--- config.mk ---
export PLATFORM = sky130hd
export DESIGN_NAME = micro_core_param
export DESIGN_NICKNAME = d
export VERILOG_FILES = /design/src/rtl/micro_core_param.sv
export SDC_FILE = /design/constraint.sdc
export NUM_CORES = 1
export LEC_CHECK = 0
export ABC_CLOCK_PERIOD_IN_PS = 10100
export CAP_MARGIN = 5
export CORE_MARGIN = 2
export CORE_UTILIZATION = 35
export DETAILED_ROUTE_END_ITERATION = 8
export GPL_TIMING_DRIVEN = 0
export PLACE_DENSITY = 0.63
export SYNTH_ARGS = -nofsm -noshare
export SYNTH_HDL_FRONTEND = slang
export SYNTH_SLANG_ARGS = --single-unit
--- constraint.sdc ---
create_clock -name clk -period 10.1 [get_ports clk]
set_clock_uncertainty 0.15 [all_clocks]
set_input_delay 1.01 -clock clk [delete_from_list [all_inputs] [get_ports clk]]
set_output_delay 1.01 -clock clk [all_outputs]
set_load 0.01 [all_outputs]
--- src/rtl/micro_core_param.sv ---
// Parametrised micro core: fetch/execute FSM with PC, imem handshake,
// register file, data memory, compare flags, carry and HALT.
module micro_core_param #(
  parameter int unsigned DATA_W     = 8,
  parameter int unsigned NREG       = 4,
  parameter int unsigned DMEM_DEPTH = 16,
  parameter int unsigned PC_W       = 8
) (
  input  logic                    clk,
  input  logic                    rst,
  output logic                    imem_req_o,
  output logic [PC_W-1:0]         imem_addr_o,
  input  logic                    imem_valid_i,
  input  logic [15:0]             imem_data_i,
  output logic [PC_W-1:0]         pc_o,
  output logic                    halted_o,
  output logic [2:0]              flag_cmp_o,
  output logic                    carry_o,
  input  logic [$clog2(NREG)-1:0] dbg_sel_i,
  output logic [DATA_W-1:0]       dbg_data_o
);

  localparam int unsigned RIDX_W = $clog2(NREG);
  localparam int unsigned AW     = $clog2(DMEM_DEPTH);

  localparam logic [1:0] S_IDLE  = 2'd0;
  localparam logic [1:0] S_FETCH = 2'd1;
  localparam logic [1:0] S_EXEC  = 2'd2;
  localparam logic [1:0] S_HALT  = 2'd3;

  logic [1:0]        state_q, state_d;
  logic [15:0]       ir_q, ir_d;
  logic [PC_W-1:0]   pc_q, pc_d;
  logic [2:0]        flag_q, flag_d;
  logic              carry_q, carry_d;
  logic              imem_req_q;
  logic              halted_q;

  logic [DATA_W-1:0] regs_q [NREG];
  logic [DATA_W-1:0] dmem_q [DMEM_DEPTH];

  // Instruction field decode
  logic [3:0]        op, rd_f, rs_f;
  logic [7:0]        imm;
  logic              rd_ok, rs_ok;
  logic [RIDX_W-1:0] rd_idx, rs_idx;
  logic [AW-1:0]     dm_addr;
  logic [DATA_W-1:0] rd_val, rs_val, simm, zimm;

  assign op      = ir_q[15:12];
  assign rd_f    = ir_q[11:8];
  assign rs_f    = ir_q[7:4];
  assign imm     = ir_q[7:0];
  // Register fields wider than the file are illegal, not aliased
  assign rd_ok   = (rd_f >> RIDX_W) == 4'd0;
  assign rs_ok   = (rs_f >> RIDX_W) == 4'd0;
  assign rd_idx  = rd_f[RIDX_W-1:0];
  assign rs_idx  = rs_f[RIDX_W-1:0];
  assign dm_addr = imm[AW-1:0];
  assign rd_val  = rd_ok ? regs_q[rd_idx] : '0;
  assign rs_val  = rs_ok ? regs_q[rs_idx] : '0;
  assign simm    = DATA_W'($signed(imm));
  assign zimm    = DATA_W'(imm);

  logic              rf_we, dm_we, taken;
  logic [DATA_W-1:0] rf_wdata;
  logic [DATA_W:0]   add_res;

  // Next-state, execute and commit-control logic
  always_comb begin
    state_d  = state_q;
    ir_d     = ir_q;
    pc_d     = pc_q;
    flag_d   = flag_q;
    carry_d  = carry_q;
    rf_we    = 1'b0;
    rf_wdata = '0;
    dm_we    = 1'b0;
    taken    = 1'b0;
    add_res  = '0;
    case (state_q)
      S_IDLE: state_d = S_FETCH;
      S_FETCH: begin
        if (imem_valid_i) begin
          ir_d    = imem_data_i;
          state_d = S_EXEC;
        end
      end
      S_EXEC: begin
        state_d = S_FETCH;
        pc_d    = pc_q + PC_W'(1);
        case (op)
          4'h1: begin rf_we = rd_ok; rf_wdata = dmem_q[dm_addr]; end
          4'h2: dm_we = 1'b1;
          4'h3: begin rf_we = rd_ok; rf_wdata = rs_val; end
          4'h4: begin rf_we = rd_ok; rf_wdata = simm; end
          4'h5, 4'hA: begin
            add_res  = {1'b0, rd_val} + {1'b0, (op == 4'hA) ? simm : rs_val};
            rf_we    = rd_ok;
            rf_wdata = add_res[DATA_W-1:0];
            carry_d  = add_res[DATA_W];
          end
          4'h6: begin
            rf_we    = rd_ok;
            rf_wdata = rd_val - rs_val;
            carry_d  = rd_val < rs_val;
          end
          4'h7: begin rf_we = rd_ok; rf_wdata = rd_val & rs_val; end
          4'h8: begin rf_we = rd_ok; rf_wdata = rd_val | rs_val; end
          4'h9: begin rf_we = rd_ok; rf_wdata = rd_val ^ rs_val; end
          4'hB: flag_d = {rd_val > rs_val, rd_val == rs_val, rd_val < rs_val};
          4'hC: flag_d = {rd_val > zimm, rd_val == zimm, rd_val < zimm};
          4'hD: pc_d = imm[PC_W-1:0];
          4'hE: begin
            case (rd_f)
              4'd0:    taken = flag_q[1];
              4'd1:    taken = flag_q[0];
              4'd2:    taken = flag_q[2];
              4'd3:    taken = carry_q;
              default: taken = 1'b0;
            endcase
            if (taken) pc_d = imm[PC_W-1:0];
          end
          4'hF: begin
            pc_d    = pc_q;
            state_d = S_HALT;
          end
          default: ;
        endcase
      end
      S_HALT:  state_d = S_HALT;
      default: state_d = S_IDLE;
    endcase
  end

  // Control/status registers
  always_ff @(posedge clk or posedge rst) begin
    if (rst) begin
      state_q    <= S_IDLE;
      ir_q       <= '0;
      pc_q       <= '0;
      flag_q     <= '0;
      carry_q    <= 1'b0;
      imem_req_q <= 1'b0;
      halted_q   <= 1'b0;
    end else begin
      state_q    <= state_d;
      ir_q       <= ir_d;
      pc_q       <= pc_d;
      flag_q     <= flag_d;
      carry_q    <= carry_d;
      imem_req_q <= (state_d == S_FETCH);
      halted_q   <= (state_d == S_HALT);
    end
  end

  // Register file
  always_ff @(posedge clk or posedge rst) begin
    if (rst) begin
      for (int unsigned i = 0; i < NREG; i++) regs_q[i] <= '0;
    end else if (rf_we) begin
      regs_q[rd_idx] <= rf_wdata;
    end
  end

  // Data memory
  always_ff @(posedge clk or posedge rst) begin
    if (rst) begin
      for (int unsigned i = 0; i < DMEM_DEPTH; i++) dmem_q[i] <= '0;
    end else if (dm_we) begin
      dmem_q[dm_addr] <= rd_val;
    end
  end

  assign imem_req_o  = imem_req_q;
  assign imem_addr_o = pc_q;
  assign pc_o        = pc_q;
  assign halted_o    = halted_q;
  assign flag_cmp_o  = flag_q;
  assign carry_o     = carry_q;
  assign dbg_data_o  = regs_q[dbg_sel_i];

endmodule

==> results of run 1 <==
-- state kept, by name, indices dropped and copies added (netlist names), 2 cells and up --
signal and cells:
dmem_q 128, ir_q 16, regs_q 32, flag_cmp_o 3
imem_addr_o 8, state_q 2
-- worst max-delay path: cells and delay by family (launching register included) --
family                     cells  cell delay [ns]
DFF                            1             0.45
and+or+nand+nor                2             0.55
muxes                          2             0.61
adders and majority gates      1             0.57
AOI/OAI and AO/OA              3             0.74
buffers and inverters          2             1.53
-- area by class of cell --
type                       instances  area, µm²
tap                              396        495
fill                            2942      18100
multi-input combinational        690       5700
buffer                            63        337
sequential                       192       4800
timing repair buffer              49        508
clock buffer                      17        425
inverter                          35        139
clock inverter                    15        220
-- cells in the final DEF, fill, tap and decap left out, types with 34 or more instances in the layout --
cell type | Yosys | final
a21oi_1 | 59 | 59
mux4_2 | 41 | 41
nor2_1 | 49 | 49
mux2_2 | 101 | 101
o21ai_0 | 59 | 59
nand2_1 | 106 | 106
ha_1 | 41 | 41
inv_1 | 35 | 34
clkdlybuf4s50_1 | 0 | 48
dfrtp_1 | 192 | 192
-- cells by family (layout without fill, tap and decap cells) --
family	after synthesis	after routing	synth area share, %
buf+inv	98	179	4.26
xor+xnor	9	9	0.718
fa+ha+maj	43	43	5.04
mux	173	173	22.8
flops	192	192	43.8
compound gates	205	205	11.4
simple gates	260	260	12.0
-- stage by stage --
| stage | area (µm²) | hold WS [ns] | instances | worst slack (ns) |
|---|---|---|---|---|
| detailed placement | 12000 | 0.320 | 1425 | 5.40 |
| finish | 12600 | 0.334 | 1457 | 5.34 |
| floorplan | 11000 | 0.292 | 980 | 3.71 |
| CTS | 12600 | 0.337 | 1457 | 5.39 |
| global route | 12600 | 0.353 | 1457 | 5.20 |
| global placement | 12000 | 0.308 | 1424 | 1.08 |
-- final timing paths --
check,startpoint,endpoint
max in group asynchronous,rst,dmem_q[44]
max reg2reg,ir_q[9],regs_q[25]
max,ir_q[9],regs_q[25]
min reg2reg,dmem_q[24],dmem_q[24]
min in group asynchronous,rst,regs_q[19]
min,dmem_q[24],dmem_q[24]
-- metal layers --
metal  GRT usage (%)  routed length (µm)  vias to the layer above
met5               0                   0                        -
met1            28.8               14600                     4326
met2            33.7               15700                      291
met4            6.60                 777                        0
met3            2.26                1840                       50
li1                -                   -                     3712
-- where the power goes --
group / total, mW / leakage (nW) / internal, mW / switching, mW
clock network: 0.746 / 0.312 / 0.405 / 0.342
registers: 0.871 / 2.63 / 0.812 / 0.0596
logic: 0.734 / 2.68 / 0.287 / 0.447
total: 2.35 / 5.62 / 1.50 / 0.848
==> results.cfg, run 1 <==
[outcome]
outcome = finished clean

[setup_path]
critical_path.slowest_cell = clkbuf_1
worst_path_largest_cell_delay_ns = 0.97
wp_data_arrival_ns = 4.92
timing.setup.critical_path_class = register to register
critical_path.most_common_cell = clkbuf_1
timing.critical_path.to_type = register
cp.required_ns = 10.26
path_max_fanout = 15
worstPathCellList = clkbuf_1, mux4_2, and2_1, clkbuf_1, fa_1, mux2_2, a221oi_1, o211ai_1, nor3_2, o21ai_1
start_kind = register
rr_worst_depth = 10
ff2ff_setup_slack_ns = 5.34

[synthesis]
yosys.cell_count.top_type = dfrtp_1
synth.top_cells.by_area = dfrtp_1 (44%), mux2_2 (10%), mux4_2 (8.4%), ha_1 (4.7%), nand2_1 (3.6%)
seq_area_frac_synth_pct = 43.8
synth.largest_area_cell = dfrtp_1
netlist-cell-type-count = 74
postSynthRegisterBits = 192
yosysWarningCount = 0
synthesis.nets = 1044
ys.flop_type = dfrtp_1
yosys.area.top_type_share_pct = 43.8
synth_enable_flop_cells = 0
postSynth.asyncResetShare_pct = 100
mappedNetlistArea_mm2 = 0.0110
postSynthCellCount = 980
synthTopCellsByCount = dfrtp_1 (192), nand2_1 (106), mux2_2 (101), a21oi_1 (59), o21ai_0 (59)
synth.avg_cell_area_um2 = 11.2

[clock_network]
tritoncts = done
cts-root-buf = clkbuf_16
tritoncts_num_sinks = 192
clock_path_buffers = 2
clk-insertion-delay-late_ns = 0.45
cts_resized = 0
cts_hold_bufs = 0
clkSlewWorstSetupHoldPaths_ns = 0.08
postCtsSetupRepairBufs = 0
htree_levels = 4
number_of_buffers_created_by_cts = 17

[routing]
route.antenna.remaining_nets = 0
drt_pre_antenna_iters = 5
drt-total-wl_um = 33000
route.detailed.drc = 0
avgViaCountPerCell = 5.75
wl_per_cell_um = 22.6
drt_iter0_markers = 825
vias = 8379

[grt]
pin_count_of_the_biggest_net_entering_global_routing = 126
grt_antenna_before_repair = 0
grt_remaining_overflow = 0
grt_use_total_pct = 20.6
grt_first_pass_wirelength_um = 51300
grt_pass1_vias = 8356

[cells_and_area]
area_delta_synth_final_pct = 15.1
final_nets = 1112
diodes = 0
layout-drive-gt1-share_pct = 23.0
layout.core_utilization_pct = 41.1

[floorplan]
rows = 64
io_pins = 51
dieArea_mm2 = 0.0328
die_x_um = 181
die_height_um = 181
placeableCoreArea_mm2 = 0.0307
starting_density_pct = 35.7

[sta]
finalMaxSlewViolations = 0
fmaxAchievable_ghz = 0.210
unrepaired_setup_endpoints_after_global_routing = false
setup_total_negative_slack_ns = 0
final.period_utilization_pct = 47.2
finalCriticalPeriod_ns = 4.76
timing.max_slew.rel_slack_pct = 12.6
timing.final.setup_violations = 0
final_hold_viol_count = 0
timing_worst_slew_pin_value_ns = 1.31

[min_path]
min_path_cells = 2
worst_hold_path_type = register to register

[power]
vdd_ir_drop_max_uv = 103
p_total_mw = 2.35
cellLeakagePower_nw = 5.62
power.density_cell_area_mw_per_mm2 = 186

[place]
gp_routability_congestion = 0.921
port_buffers = 48
detailedPlacementHpwl_um = 23300

[job]
drv.max_cap_violation_count = 0
Power figures use the tool's default switching activity.
==> inputs of run 2 (changes only) <==
ABC_CLOCK_PERIOD_IN_PS = 4250   (was 10100)
PLACE_DENSITY = 0.65   (was 0.63)
clock period = 4.25 ns   (was 10.1 ns; I/O delays follow)
==> results.cfg, run 2 (synthesis gave the netlist of run 1 again) <==
[outcome]
outcome = finished clean

[floorplan]
placeableCoreArea_mm2 = 0.0307
die_height_um = 181
starting_density_pct = 35.7
dieArea_mm2 = 0.0328
rows = 64
io_pins = 51
die_x_um = 181

[cells_and_area]
layoutNonFillerInstCount = 1457
largest-register = dmem_q
largest_register_ff_count = 128
area_delta_synth_final_pct = 15.4
final_nets = 1112
leading_cell_type_in_the_layout_fill_and_taps_excluded = dfrtp_1
layout.core_utilization_pct = 41.2
diodes = 0
design_area_mm2 = 0.0127
layout-drive-gt1-share_pct = 24.3
largest_registers = dmem_q (128), regs_q (32), ir_q (16)
layout_common_cells = dfrtp_1 (190), nand2_1 (106), mux2_2 (101)

[routing]
vias = 8349
drt-total-wl_um = 32600
avgViaCountPerCell = 5.73
route.antenna.remaining_nets = 0
wl_per_cell_um = 22.4
drt_iter0_markers = 758
drt_pre_antenna_iters = 8
route.detailed.drc = 0

[sta]
timing.max_slew.rel_slack_pct = 40.2
finalCriticalPeriod_ns = 4.14
final.period_utilization_pct = 97.5
finalWorstSetupSlack_ns = 0.105
final_hold_viol_count = 0
finalMaxSlewViolations = 0
fmaxAchievable_ghz = 0.241
unrepaired_setup_endpoints_after_global_routing = false
timing_worst_slew_pin_value_ns = 0.897
timing.final.setup_violations = 0

[place]
gp_routability_congestion = 0.911
dp_slack_ns = -0.382
dpl.cell_count = 1429
port_buffers = 48
detailedPlacementHpwl_um = 23400
cell_area_reported_after_detailed_placement_mm2 = 0.0121

[grt]
grt_use_met3_pct = 3.45
grt_most_used_layer = met2
grt_antenna_before_repair = 0
gr-usage-met2_pct = 32.5
pin_count_of_the_biggest_net_entering_global_routing = 42
grt_use_total_pct = 20.3
grt_first_pass_wirelength_um = 50500
global_route.usage.met1_pct = 27.8
grt_pass1_vias = 8378
grt_remaining_overflow = 0

[power]
power.density_cell_area_mw_per_mm2 = 431
cellLeakagePower_nw = 5.63
vdd_ir_drop_max_uv = 237

[clock_network]
cts_hold_bufs = 0
clkSlewWorstSetupHoldPaths_ns = 0.08
clock_path_buffers = 2
clk-insertion-delay-late_ns = 0.45
number_of_buffers_created_by_cts = 17
tritoncts_num_sinks = 192
cts-root-buf = clkbuf_16
tritoncts = done
htree_levels = 4

[setup_path]
start_kind = register
cp.required_ns = 4.40
wp_data_arrival_ns = 4.29
critical_path.slowest_cell = dfrtp_2
worstPathCellList = buf_6, mux4_2, and2_1, clkinvlp_4, ha_1, inv_1, fa_1, mux2_2, a221oi_1, o211ai_1, nor3_4, o21ai_1
timing.critical_path.to_type = register
crit_path_start = ir_q[8]
timing.setup.critical_path_class = register to register
worst_path_largest_cell_delay_ns = 0.47
rr_startpoint = ir_q[8]
path_max_fanout = 10

[job]
drv.max_cap_violation_count = 0

[min_path]
worst_hold_path_type = input pin to asynchronous set/reset pin
## run 2: changes by cell type in the layout (fill, tap and decap cells not counted), sizes merged
cell / change
clkinvlp: +3
inv: -2
clkbuf: -3
buf: +5
clkinv: -1
bufinv: -2
## run 2: routing by layer
metal | vias to the layer above | wire [µm]
met2 | 332 | 15500
met5 | - | 0
met4 | 0 | 951
met3 | 64 | 2070
met1 | 4239 | 14100
li1 | 3714 | -
## run 2: worst paths after layout
| check | cells past startpoint | endpoint | slack (ns) |
|---|---|---|---|
| worst max register to register | 12 | regs_q[25] | 0.11 |
| worst max-delay path | 12 | regs_q[25] | 0.11 |
| worst min-delay path | 2 | regs_q[3] | 0.25 |
| worst min register to register | 2 | dmem_q[56] | 0.33 |
| min in group clk | 2 | dmem_q[56] | 0.33 |
| max in group asynchronous | 4 | dmem_q[14] | 2.80 |
## run 2: worst max-delay path: cells and delay by family (launching register included)
kind            cells  cell delay, ns
flops               1            0.47
simple gates        2            0.61
fa+ha+maj           2            0.77
compound gates      3            0.77
buf+inv             3            0.61
mux                 2            0.61
## run 2: metrics by stage
stage	power (mW)	TNS, ns	hold WS (ns)
floorplan	3.24	0	0.292
global placement	3.79	-65.02	0.309
detailed placement	3.82	-2.71	0.319
CTS	5.44	0	0.267
global route	5.70	0	0.313
finish	5.46	0	0.254
## run 2: repair_timing
action	in CTS	in global routing
setup endpoints to repair	17	26
buffers inserted	0	1
gates resized for setup	3	13
pin swaps	0	2
## run 2: area by class of cell
class	instances	area, µm²
Inverter	35	139
Tap cell	396	495
Buffer	58	327
Timing Repair Buffer	54	588
Clock inverter	13	143
Multi-Input combinational cell	690	5730
Sequential cell	192	4810
Clock buffer	19	443
Fill cell	2952	18100
## run 2: power breakdown
| part | switching, mW | internal (mW) |
|---|---|---|
| Sequential | 0.158 | 1.93 |
| Combinational | 1.04 | 0.698 |
| Clock | 0.786 | 0.846 |
| Total | 1.99 | 3.47 |
==> inputs of run 3 (changes only) <==
DONT_BUFFER_PORTS = 1   (was unset)
PLACE_DENSITY = 0.63   (was 0.65)
==> results.cfg, run 3 (synthesis gave the netlist of run 1 again) <==
[outcome]
outcome = finished clean

[setup_path]
wp_data_arrival_ns = 4.26
timing.critical_path.to_type = register
cp.required_ns = 4.42
worstPathCellList = clkbuf_4, mux4_2, and2_1, clkbuf_2, ha_1, fa_1, a211oi_1, o21ai_0, a21oi_1, nor3_1, a211oi_2, a21oi_1
path_max_fanout = 11
timing.setup.critical_path_class = register to register
worst_path_dominant_cell_family = compound AO/OA/AOI/OAI gates
ff2ff_setup_slack_ns = 0.15
critical_path.most_common_cell = a21oi_1
critPathBufInv = 2
critical_path.slowest_cell = mux4_2
worst_path_largest_cell_delay_ns = 0.54
start_kind = register

[clock_network]
htree_levels = 4
number_of_buffers_created_by_cts = 17
clock_path_buffers = 2
tritoncts_num_sinks = 192
clkSlewWorstSetupHoldPaths_ns = 0.08
tritoncts = done
clk-insertion-delay-late_ns = 0.44
cts-root-buf = clkbuf_16

[sta]
finalWorstSetupSlack_ns = 0.154
setup_total_negative_slack_ns = 0
finalMaxSlewViolations = 0
finalCriticalPeriod_ns = 4.10
timing.final.setup_violations = 0
final.period_utilization_pct = 96.4
timing.max_slew.rel_slack_pct = 36.9
timing_worst_slew_pin_value_ns = 0.946
final_hold_viol_count = 0
whs_ns = 0.276
fmaxAchievable_ghz = 0.244

[place]
port_buffers = 0
detailedPlacementHpwl_um = 23400
dpl.cell_count = 1381
gp_routability_congestion = 0.908
dp_slack_ns = -0.291

[floorplan]
placeableCoreArea_mm2 = 0.0307
die_height_um = 181
die_x_um = 181
io_pins = 51
starting_density_pct = 35.7
rows = 64
dieArea_mm2 = 0.0328

[grt]
grt_first_pass_wirelength_um = 51100
pin_count_of_the_biggest_net_entering_global_routing = 42
grt_use_total_pct = 20.5
grt_pass1_vias = 8177
grt_antenna_before_repair = 0
grt_remaining_overflow = 0

[routing]
wl_per_cell_um = 23.1
route.detailed.drc = 0
drt_iter0_markers = 727
avgViaCountPerCell = 5.82
route.antenna.remaining_nets = 0
drt-total-wl_um = 33000
vias = 8312
drt_pre_antenna_iters = 5

[power]
p_total_mw = 5.38
cellLeakagePower_nw = 5.53
power.density_cell_area_mw_per_mm2 = 435
vdd_ir_drop_max_uv = 251

[cells_and_area]
final_nets = 1083
diodes = 0
largest_register_ff_count = 128
largest-register = dmem_q
leading_cell_type_in_the_layout_fill_and_taps_excluded = dfrtp_1
layout-drive-gt1-share_pct = 25.3
largest_registers = dmem_q (128), regs_q (32), ir_q (16)
layoutNonFillerInstCount = 1428
layout.filler_cells = 2950
area_delta_synth_final_pct = 12.8
layout_common_cells = dfrtp_1 (192), nand2_1 (106), mux2_2 (101)

[min_path]
worst_hold_path_type = input pin to asynchronous set/reset pin

[job]
drv.max_cap_violation_count = 0
## run 3: changes by cell type in the layout (fill, tap and decap cells not counted), sizes merged
| cell | previous run | this run |
|---|---|---|
| dlygate4sd3 | 0 | 18 |
| clkinv | 4 | 5 |
| bufinv | 1 | 0 |
| clkdlybuf4s50 | 48 | 0 |
| inv | 39 | 40 |
## run 3: cell type report
class | count | area, µm² | share of cell area, %
multi-input combinational | 690 | 5730 | 46.3
sequential | 192 | 4800 | 38.8
tap | 396 | 495 | 4.00
clock buffer | 18 | 429 | 3.47
buffer | 58 | 328 | 2.65
timing repair buffer | 25 | 295 | 2.39
clock inverter | 14 | 160 | 1.29
inverter | 35 | 139 | 1.12
## run 3: final timing paths
check | startpoint | to | cells past startpoint
setup / recovery | ir_q[8] | regs_q[6] | 12
max in group asynchronous | rst | imem_addr_o[5] | 4
min in group clk | dmem_q[127] | dmem_q[127] | 2
hold / removal | rst | regs_q[1] | 2
setup reg to reg | ir_q[8] | regs_q[6] | 12
hold reg to reg | dmem_q[127] | dmem_q[127] | 2
## run 3: layer usage
metal	GRT usage (%)	wire length [µm]	vias to the layer above	share of wire (%)
met1	29.1	14600	4308	44
li1	-	-	3648	-
met4	5.01	560	0	1.7
met3	3.73	2290	43	7.0
met2	32.8	15600	313	47
met5	0	0	-	0
## run 3: what timing repair did
action	CTS	global route
setup buffers	0	2
hold buffers	18	0
setup endpoints to repair	16	21
gates resized for setup	5	12
endpoints found under the hold margin	135	0
pin swaps	0	1
## run 3: worst register-to-register path, cell delays in order (launching register included)
cell and delay, ns:
dfrtp_1 0.47, clkbuf_4 0.31, mux4_2 0.54, and2_1 0.23, clkbuf_2 0.29, ha_1 0.33, fa_1 0.42, a211oi_1 0.31
o21ai_0 0.19, a21oi_1 0.17, nor3_1 0.08, a211oi_2 0.33, a21oi_1 0.13
## run 3: metrics by stage
step	utilization (%)	instance area, µm²
after floorplan	-	11000
after global placement	37.3	11500
final	40.3	12400
after detailed placement	37.6	11600
after global routing	40.3	12400
after CTS	40.1	12300
## run 3: power by group
group / switching, mW / total, mW / leakage, nW / internal (mW)
Combinational: 1.02 / 1.64 / 2.62 / 0.619
Sequential: 0.191 / 2.12 / 2.63 / 1.93
Clock: 0.834 / 1.63 / 0.280 / 0.794
